===== src/rtl/apb_pkg.sv =====
// rtl/apb_pkg.sv - shared state encoding and transfer-direction constants for the APB requester
package apb_pkg;

    typedef enum logic [1:0] {
        ST_IDLE   = 2'd0,
        ST_SETUP  = 2'd1,
        ST_ACCESS = 2'd2,
        ST_RESP   = 2'd3
    } apb_state_e;

    localparam logic APB_WRITE = 1'b1;
    localparam logic APB_READ  = 1'b0;

endpackage


===== src/rtl/apb_master.sv =====
// rtl/apb_master.sv - valid/ready command port to APB SETUP/ACCESS transfers, one response per command
module apb_master
    import apb_pkg::*;
#(
    parameter int ADDR_WIDTH = 4,
    parameter int DATA_WIDTH = 16,
    parameter int TIMEOUT    = 16
) (
    input  logic                  PCLK,
    input  logic                  PRESET,
    input  logic                  cmd_valid,
    output logic                  cmd_ready,
    input  logic                  cmd_write,
    input  logic [ADDR_WIDTH-1:0] cmd_addr,
    input  logic [DATA_WIDTH-1:0] cmd_wdata,
    output logic                  rsp_valid,
    input  logic                  rsp_ready,
    output logic [DATA_WIDTH-1:0] rsp_rdata,
    output logic                  rsp_err,
    output logic                  rsp_timeout,
    output logic                  PSELx,
    output logic                  PENABLE,
    output logic                  PWRITE,
    output logic [ADDR_WIDTH-1:0] PADDR,
    output logic [DATA_WIDTH-1:0] PWDATA,
    input  logic                  PREADY,
    input  logic [DATA_WIDTH-1:0] PRDATA,
    input  logic                  PSLVERR
);

    localparam int CNT_W = (TIMEOUT > 0) ? $clog2(TIMEOUT + 1) : 1;
    localparam logic [CNT_W-1:0] LAST_WAIT = CNT_W'((TIMEOUT > 0) ? TIMEOUT - 1 : 0);
    localparam logic [CNT_W-1:0] CNT_MAX   = '1;

    apb_state_e            state_q, state_d;
    logic                  pwrite_q, pwrite_d;
    logic [ADDR_WIDTH-1:0] paddr_q, paddr_d;
    logic [DATA_WIDTH-1:0] pwdata_q, pwdata_d;
    logic [DATA_WIDTH-1:0] rsp_rdata_q, rsp_rdata_d;
    logic                  rsp_err_q, rsp_err_d;
    logic                  rsp_timeout_q, rsp_timeout_d;
    logic [CNT_W-1:0]      wait_cnt_q, wait_cnt_d;

    always_ff @(posedge PCLK or posedge PRESET) begin
        if (PRESET) begin
            state_q       <= ST_IDLE;
            pwrite_q      <= 1'b0;
            paddr_q       <= '0;
            pwdata_q      <= '0;
            rsp_rdata_q   <= '0;
            rsp_err_q     <= 1'b0;
            rsp_timeout_q <= 1'b0;
            wait_cnt_q    <= '0;
        end else begin
            state_q       <= state_d;
            pwrite_q      <= pwrite_d;
            paddr_q       <= paddr_d;
            pwdata_q      <= pwdata_d;
            rsp_rdata_q   <= rsp_rdata_d;
            rsp_err_q     <= rsp_err_d;
            rsp_timeout_q <= rsp_timeout_d;
            wait_cnt_q    <= wait_cnt_d;
        end
    end

    always_comb begin
        state_d       = state_q;
        pwrite_d      = pwrite_q;
        paddr_d       = paddr_q;
        pwdata_d      = pwdata_q;
        rsp_rdata_d   = rsp_rdata_q;
        rsp_err_d     = rsp_err_q;
        rsp_timeout_d = rsp_timeout_q;
        wait_cnt_d    = wait_cnt_q;
        case (state_q)
            ST_IDLE: begin
                if (cmd_valid) begin
                    pwrite_d   = cmd_write;
                    paddr_d    = cmd_addr;
                    pwdata_d   = cmd_wdata;
                    wait_cnt_d = '0;
                    state_d    = ST_SETUP;
                end
            end
            ST_SETUP: begin
                wait_cnt_d = '0;
                state_d    = ST_ACCESS;
            end
            ST_ACCESS: begin
                // PREADY wins over the watchdog in the final permitted cycle
                if (PREADY) begin
                    rsp_rdata_d   = (pwrite_q == APB_WRITE) ? '0 : PRDATA;
                    rsp_err_d     = PSLVERR;
                    rsp_timeout_d = 1'b0;
                    state_d       = ST_RESP;
                end else if ((TIMEOUT != 0) && (wait_cnt_q == LAST_WAIT)) begin
                    rsp_rdata_d   = '0;
                    rsp_err_d     = 1'b1;
                    rsp_timeout_d = 1'b1;
                    state_d       = ST_RESP;
                end else if (wait_cnt_q != CNT_MAX) begin
                    wait_cnt_d = wait_cnt_q + 1'b1;
                end
            end
            ST_RESP: begin
                if (rsp_ready) begin
                    state_d = ST_IDLE;
                end
            end
            default: state_d = ST_IDLE;
        endcase
    end

    // Bus and handshake strobes decode straight from state so reset clears them without a clock
    assign PSELx       = (state_q == ST_SETUP) || (state_q == ST_ACCESS);
    assign PENABLE     = (state_q == ST_ACCESS);
    assign rsp_valid   = (state_q == ST_RESP);
    assign cmd_ready   = (state_q == ST_IDLE) && !PRESET;
    assign PWRITE      = pwrite_q;
    assign PADDR       = paddr_q;
    assign PWDATA      = pwdata_q;
    assign rsp_rdata   = rsp_rdata_q;
    assign rsp_err     = rsp_err_q;
    assign rsp_timeout = rsp_timeout_q;

endmodule


===== config.mk =====
export PLATFORM = sky130hd
export DESIGN_NAME = apb_master
export DESIGN_NICKNAME = d
export VERILOG_FILES = /design/src/rtl/apb_pkg.sv /design/src/rtl/apb_master.sv
export SDC_FILE = /design/constraint.sdc
export NUM_CORES = 1
export LEC_CHECK = 0
export CORE_MARGIN = 1.5
export CORE_UTILIZATION = 40
export DETAILED_ROUTE_END_ITERATION = 8
export PLACE_DENSITY = 0.86
export SLEW_MARGIN = 40
export SYNTH_ARGS = -nofsm -noshare
export SYNTH_HDL_FRONTEND = slang
export SYNTH_SLANG_ARGS = --single-unit

===== constraint.sdc =====
create_clock -name PCLK -period 3.25 [get_ports PCLK]
set_clock_uncertainty 0.1 [all_clocks]
set_input_delay 0.4875 -clock PCLK [delete_from_list [all_inputs] [get_ports PCLK]]
set_output_delay 0.4875 -clock PCLK [all_outputs]
set_load 0.02 [all_outputs]

# Word level (Yosys, flattened, before mapping)
# Cells that the tools add are included.
dict set report totals {
  input_bits 43
  word_cells 46
  regBits 46
  output_inout_bits 43
}
dict set report classes {
  addsub 1
  mux 16
  eq_ne 11
  reduce_logical 10
}
# op n
set ops {}
lappend ops {{two-way mux 16 bit} 3}
lappend ops {{two-way mux 5 bit} 4}
lappend ops {{one-hot mux 5 bit (3 select lines)} 1}
lappend ops {{two-way mux 2 bit} 4}
lappend ops {{one-hot mux 2 bit (4 select lines)} 1}
lappend ops {{!= test 2 bit (second input constant)} 3}
lappend ops {{adder 5 x 1 -> 5 bit (second input constant)} 1}
lappend ops {{== test 5 x 4 -> 1 bit (second input constant)} 1}
lappend ops {{!= test 5 bit (second input constant)} 1}
lappend ops {{AND reduction 5 bit} 1}
lappend ops {{== test 2 bit (second input constant)} 2}
lappend ops {{!= test 2 x 1 -> 1 bit (second input constant)} 2}
lappend ops {{AND reduction 2 bit} 2}
lappend ops {{two-way mux 1 bit} 3}
lappend ops {{!= test 3 x 1 -> 1 bit (second input constant)} 1}
lappend ops {{AND reduction 3 bit} 1}
lappend ops {{nonzero test 3 bit} 1}
lappend ops {{== test 2 x 1 -> 1 bit (second input constant)} 1}
lappend ops {{logical NOT 2 bit} 1}
lappend ops {{nonzero test 2 bit} 1}
lappend ops {{logical AND 1 bit} 1}
lappend ops {{logical NOT 1 bit} 1}
lappend ops {{logical OR 1 bit} 1}

# Logic depth before layout (Yosys ltp)
dict set report depth {
  word_depth 5
  mapped_depth 7
  depth_no_buf 7
}

# Least setup slack after synthesis
# OpenSTA, ideal clock, no wires.
dict set report synth_timing {
  path_type {flip-flop to flip-flop}
  startpoint {register wait_cnt_q[0]}
  endpoint {register wait_cnt_q[3]}
  setup_slack_ps 1354
  arrival_time_ps 1668
  path_stages_with_launch 8
  period_less_slack_ps 1896
  path_buffers 0
  required_ps 3022
  setup_time_ps 128
  cell_sequence {dfrtp_1 > ha_1 > and3_1 > ha_1 > nor3_1 > a41oi_1 > o21ai_0 > o31ai_1}
}
dict set report synth_via {
  elab_chain_len 5
  elab_cells_between_ends 10
  classes_between {add/sub (1); eq/ne (4); mux (4); reduce/logical (1)}
}
# item line
set synth_rtl {}
lappend synth_rtl {{start, declared} apb_master.sv:42} ;# logic [CNT_W-1:0] wait_cnt_q, wait_cnt_d;
lappend synth_rtl {{start signal, assigned} apb_master.sv:62} ;# wait_cnt_q <= wait_cnt_d;
lappend synth_rtl {{adder 5 x 1 -> 5 bit} apb_master.sv:102} ;# wait_cnt_d = wait_cnt_q + 1'b1;
lappend synth_rtl {{two-way mux 5 bit} apb_master.sv:101} ;# end else if (wait_cnt_q != CNT_MAX) begin
lappend synth_rtl {{two-way mux 5 bit} apb_master.sv:96} ;# end else if ((TIMEOUT != 0) && (wait_cnt_q == LAST_WAIT)) begin
lappend synth_rtl {{two-way mux 5 bit} apb_master.sv:91} ;# if (PREADY) begin
lappend synth_rtl {{one-hot mux 5 bit (3 select lines)} apb_master.sv:75} ;# case (state_q)
# Several ways; a longest one is shown, not always the timed one. The select of a mux whose other input is x is not followed.
# A chain may end at the register's enable or synchronous reset.

# Final worst setup path
dict set report layout_timing {
  startpoint {register state_q[0]}
  endpoint {output port PENABLE}
}
dict set report layout_via {
  elab_chain_len 1
}
# item line
set layout_rtl {}
lappend layout_rtl {{start, declared} apb_master.sv:35} ;# apb_state_e state_q, state_d;
lappend layout_rtl {{start signal, assigned} apb_master.sv:55} ;# state_q <= state_d;
lappend layout_rtl {{== test 2 bit} apb_master.sv:116} ;# assign PENABLE = (state_q == ST_ACCESS);
lappend layout_rtl {{end, declared} apb_master.sv:22} ;# output logic PENABLE,
# Every way passes these cells.

==> flow_summary_export.csv <==
group,metric,value,unit
worst_setup_path,rr_startpoint,"wait_cnt_q[0]$_DFFE_PP0P_",
cts,cts-resized-gates,0,
timing,finalCriticalPeriod,2.54,ns
floorplan,dieWidth,73.1,um
min_path,min_path_type,"flip-flop to flip-flop",
placement,post-dp-hpwl,2990,um
min_path,hp-start,"rsp_rdata[6]$_DFFE_PP0P_",
cts,cts_tree,"done",
layout,fill_cells,392,
worst_setup_path,rrSetupSlack,1.06,ns
synth,synth_most_common_cell,"dfrtp_1",
pwr,power_density,963,nW/um^2
timing,period_share,0.781,
timing,setup_viol,0,
global_route,grt_start_max_net_pins,47,
placement,pre_cts_slack,0.977,ns
synth,synth_warnings,0,
worst_setup_path,timing.rr.end,"wait_cnt_q[3]$_DFFE_PP0P_",
routing,drtIter0Drc,44,
worst_setup_path,reg2regPathDepth,7,
routing,wl_per_cell,13.2,um
layout,synthToLayoutAreaGrowth,51.5,%
timing,rsz0062_at_grt,"false",
cts,cts-buffers-inserted,5,
synth,ys.flop_type,"dfrtp_1",
cts,cts_root_buf,"clkbuf_8",
worst_setup_path,cp-end-kind,"primary output",
floorplan,coreArea,4720,sq um
synth,synth.area.top_cells,"dfrtp_1 59%, mux2_2 13%, ha_1 5.1%",
routing,ant_nets,0,
synth,netlist_area,1960,sq um
outcome,outcome,"completed",
placement,io_buffer_count,85,
routing,drc,0,
job,cap_viol_max_count,0,
routing,wl,4100,um
synth,synthArstFlopShare,1.00,
placement,dpl_cell_area,2860,sq um
synth,synth-seq-area-share,0.586,
layout,drive_gt1_frac,0.176,
floorplan,top_level_ports,86,
pwr,p_leak,1.28,nW
synth,synth-edff-count,0,
worst_setup_path,max_stage_delay,0.69,ns
placement,gp_congestion,0.757,
timing,slew_violations,0,
cts,htreeDepth,2,
synth,ys_top_cells_by_count,"46 x dfrtp_1, 22 x mux2_2, 22 x nand2_1",
worst_setup_path,worstPathRequired,2.66,ns
cts,hold_buffers,0,
global_route,antenna_found_initial,0,
synth,synth_nets,209,
synth,ys_ff_latch,46,
synth,syn_area_per_cell,12.4,sq um
timing,clock.fmax,0.394,GHz
layout,diodes,0,
routing,via_count,1471,
floorplan,rows,25,
routing,viasPerCell,4.73,
floorplan,initial_core_util,0.416,
timing,tightestPinTransition,0.544,ns
synth,synth_top_area_share,0.586,
timing,hold_viol,0,
global_route,grt-ovfl-total,0,
global_route,grt_first_pass_wirelength,6490,um
worst_setup_path,slowest_stage,"clkdlybuf4s50_1",
worst_setup_path,critical_path_class,"flip-flop to primary output",
worst_setup_path,crit_path_cell_trace,"inv_1 > ha_1 > clkdlybuf4s50_1",
cts,clkTransAtPathRegs,0.08,ns
pwr,ir_drop,611,uV
synth,synth_cell_types,22,
synth,yosys.area.top_type,"dfrtp_1",
global_route,grt.total_usage,0.160,
timing,finalWorstSetupSlack,0.712,ns
layout,nets,295,
synth,syn-instance-count,158,
layout,finalInstanceArea,2980,sq um
cts,postCtsSetupRepairBufs,0,
timing,max-slew-margin-rel,0.636,
min_path,min_path_cells,2,
floorplan,die_height,73.1,um
worst_setup_path,crit_fanout,12,
min_path,hold_path_end,"rsp_rdata[6]$_DFFE_PP0P_",
worst_setup_path,cp.arrival,1.95,ns
floorplan,die_area,5340,sq um
cts,clkSinkCount,46,
cts,ctsLongestPathBuffers,2,
timing,setup_tns,0,ns
routing,dr.pass1.iters,4,
worst_setup_path,start_kind,"flip-flop",
cts,clock_latency,0.29,ns
global_route,grt_pass1_vias,1472,
state kept, by name, indices dropped and copies added (netlist names):
name	cells
PADDR	4
PWDATA	16
PWRITE	1
rsp_err	1
rsp_rdata	16
rsp_timeout	1
state_q	2
wait_cnt_q	5
layout make-up:
type / instances / area, sq um / area share
clock buffer: 6 / 82.6 / 0.0277
clock inverter: 1 / 30.0 / 0.0101
tap: 67 / 83.8 / 0.0282
sequential: 46 / 1150 / 0.387
multi-input combinational: 97 / 738 / 0.248
inverter: 8 / 32.5 / 0.0109
timing repair buffer: 86 / 858 / 0.288
per-layer routing:
| metal | part of all wire | track usage | vias to the layer above |
|---|---|---|---|
| met5 | 0 | 0 | - |
| li1 | - | - | 719 |
| met2 | 0.51 | 0.267 | 48 |
| met3 | 0.060 | 0.0552 | 2 |
| met1 | 0.43 | 0.194 | 702 |
| met4 | 0.0041 | 0.0503 | 0 |
how the worst max path moves through the flow:
stage	start	end	slack [ns]	cells after the start
floorplan	wait_cnt_q[0]$_DFFE_PP0P_	wait_cnt_q[3]$_DFFE_PP0P_	1.35	7
global placement	PRESET	cmd_ready	1.02	3
detailed placement	PRESET	cmd_ready	0.98	3
CTS	state_q[0]$_DFFE_PP0P_	PENABLE	0.69	3
global route	state_q[0]$_DFFE_PP0P_	PENABLE	0.56	3
finish	state_q[0]$_DFFE_PP0P_	PENABLE	0.71	3
report_power, final:
part | switching (mW) | internal (mW)
Combinational | 0.701 | 0.771
Clock | 0.175 | 0.246
Sequential | 0.142 | 0.831
Total | 1.02 | 1.85
critical path: cells and delay by family (launching register included):
| family | cells | cell delay, ns |
|---|---|---|
| adders and majority gates | 1 | 0.43 |
| buffers and inverters | 2 | 0.81 |
| DFF | 1 | 0.42 |
placed cells by master (no fill, tap or decap), types with 2 or more instances in the layout:
master,n
nand2_1,21
clkbuf_8,6
dfrtp_1,46
o21ai_0,13
a21oi_1,5
nand2b_1,2
mux2_2,22
ha_1,8
nand4b_1,2
a22o_2,9
nor2b_1,3
o31ai_1,2
inv_1,7
nor2_1,2
clkdlybuf4s50_1,85
stage by stage:
| step | util | power [mW] | hold slack [ns] | cells |
|---|---|---|---|---|
| 6_report | 0.630 | 2.87 | 0.383 | 311 |
| 3_5_place_dp | 0.606 | 2.47 | 0.372 | 304 |
| 5_1_grt | 0.630 | 3.05 | 0.412 | 311 |
| 2_1_floorplan | - | 1.81 | 0.337 | 158 |
| 4_1_cts | 0.630 | 2.90 | 0.391 | 311 |
| 3_3_place_gp | 0.605 | 2.44 | 0.362 | 304 |
cell families after synthesis:
kind of cell | count (synthesis) | synth area share
multiplexers | 22 | 0.126
flip-flops | 46 | 0.586
AND/OR/NAND/NOR | 35 | 0.0841
buffers and inverters | 15 | 0.0395
adder cells (fa/ha/maj) | 8 | 0.0510
AO/OA/AOI/OAI | 32 | 0.113
Note: power is estimated with default switching activity, not from simulation.
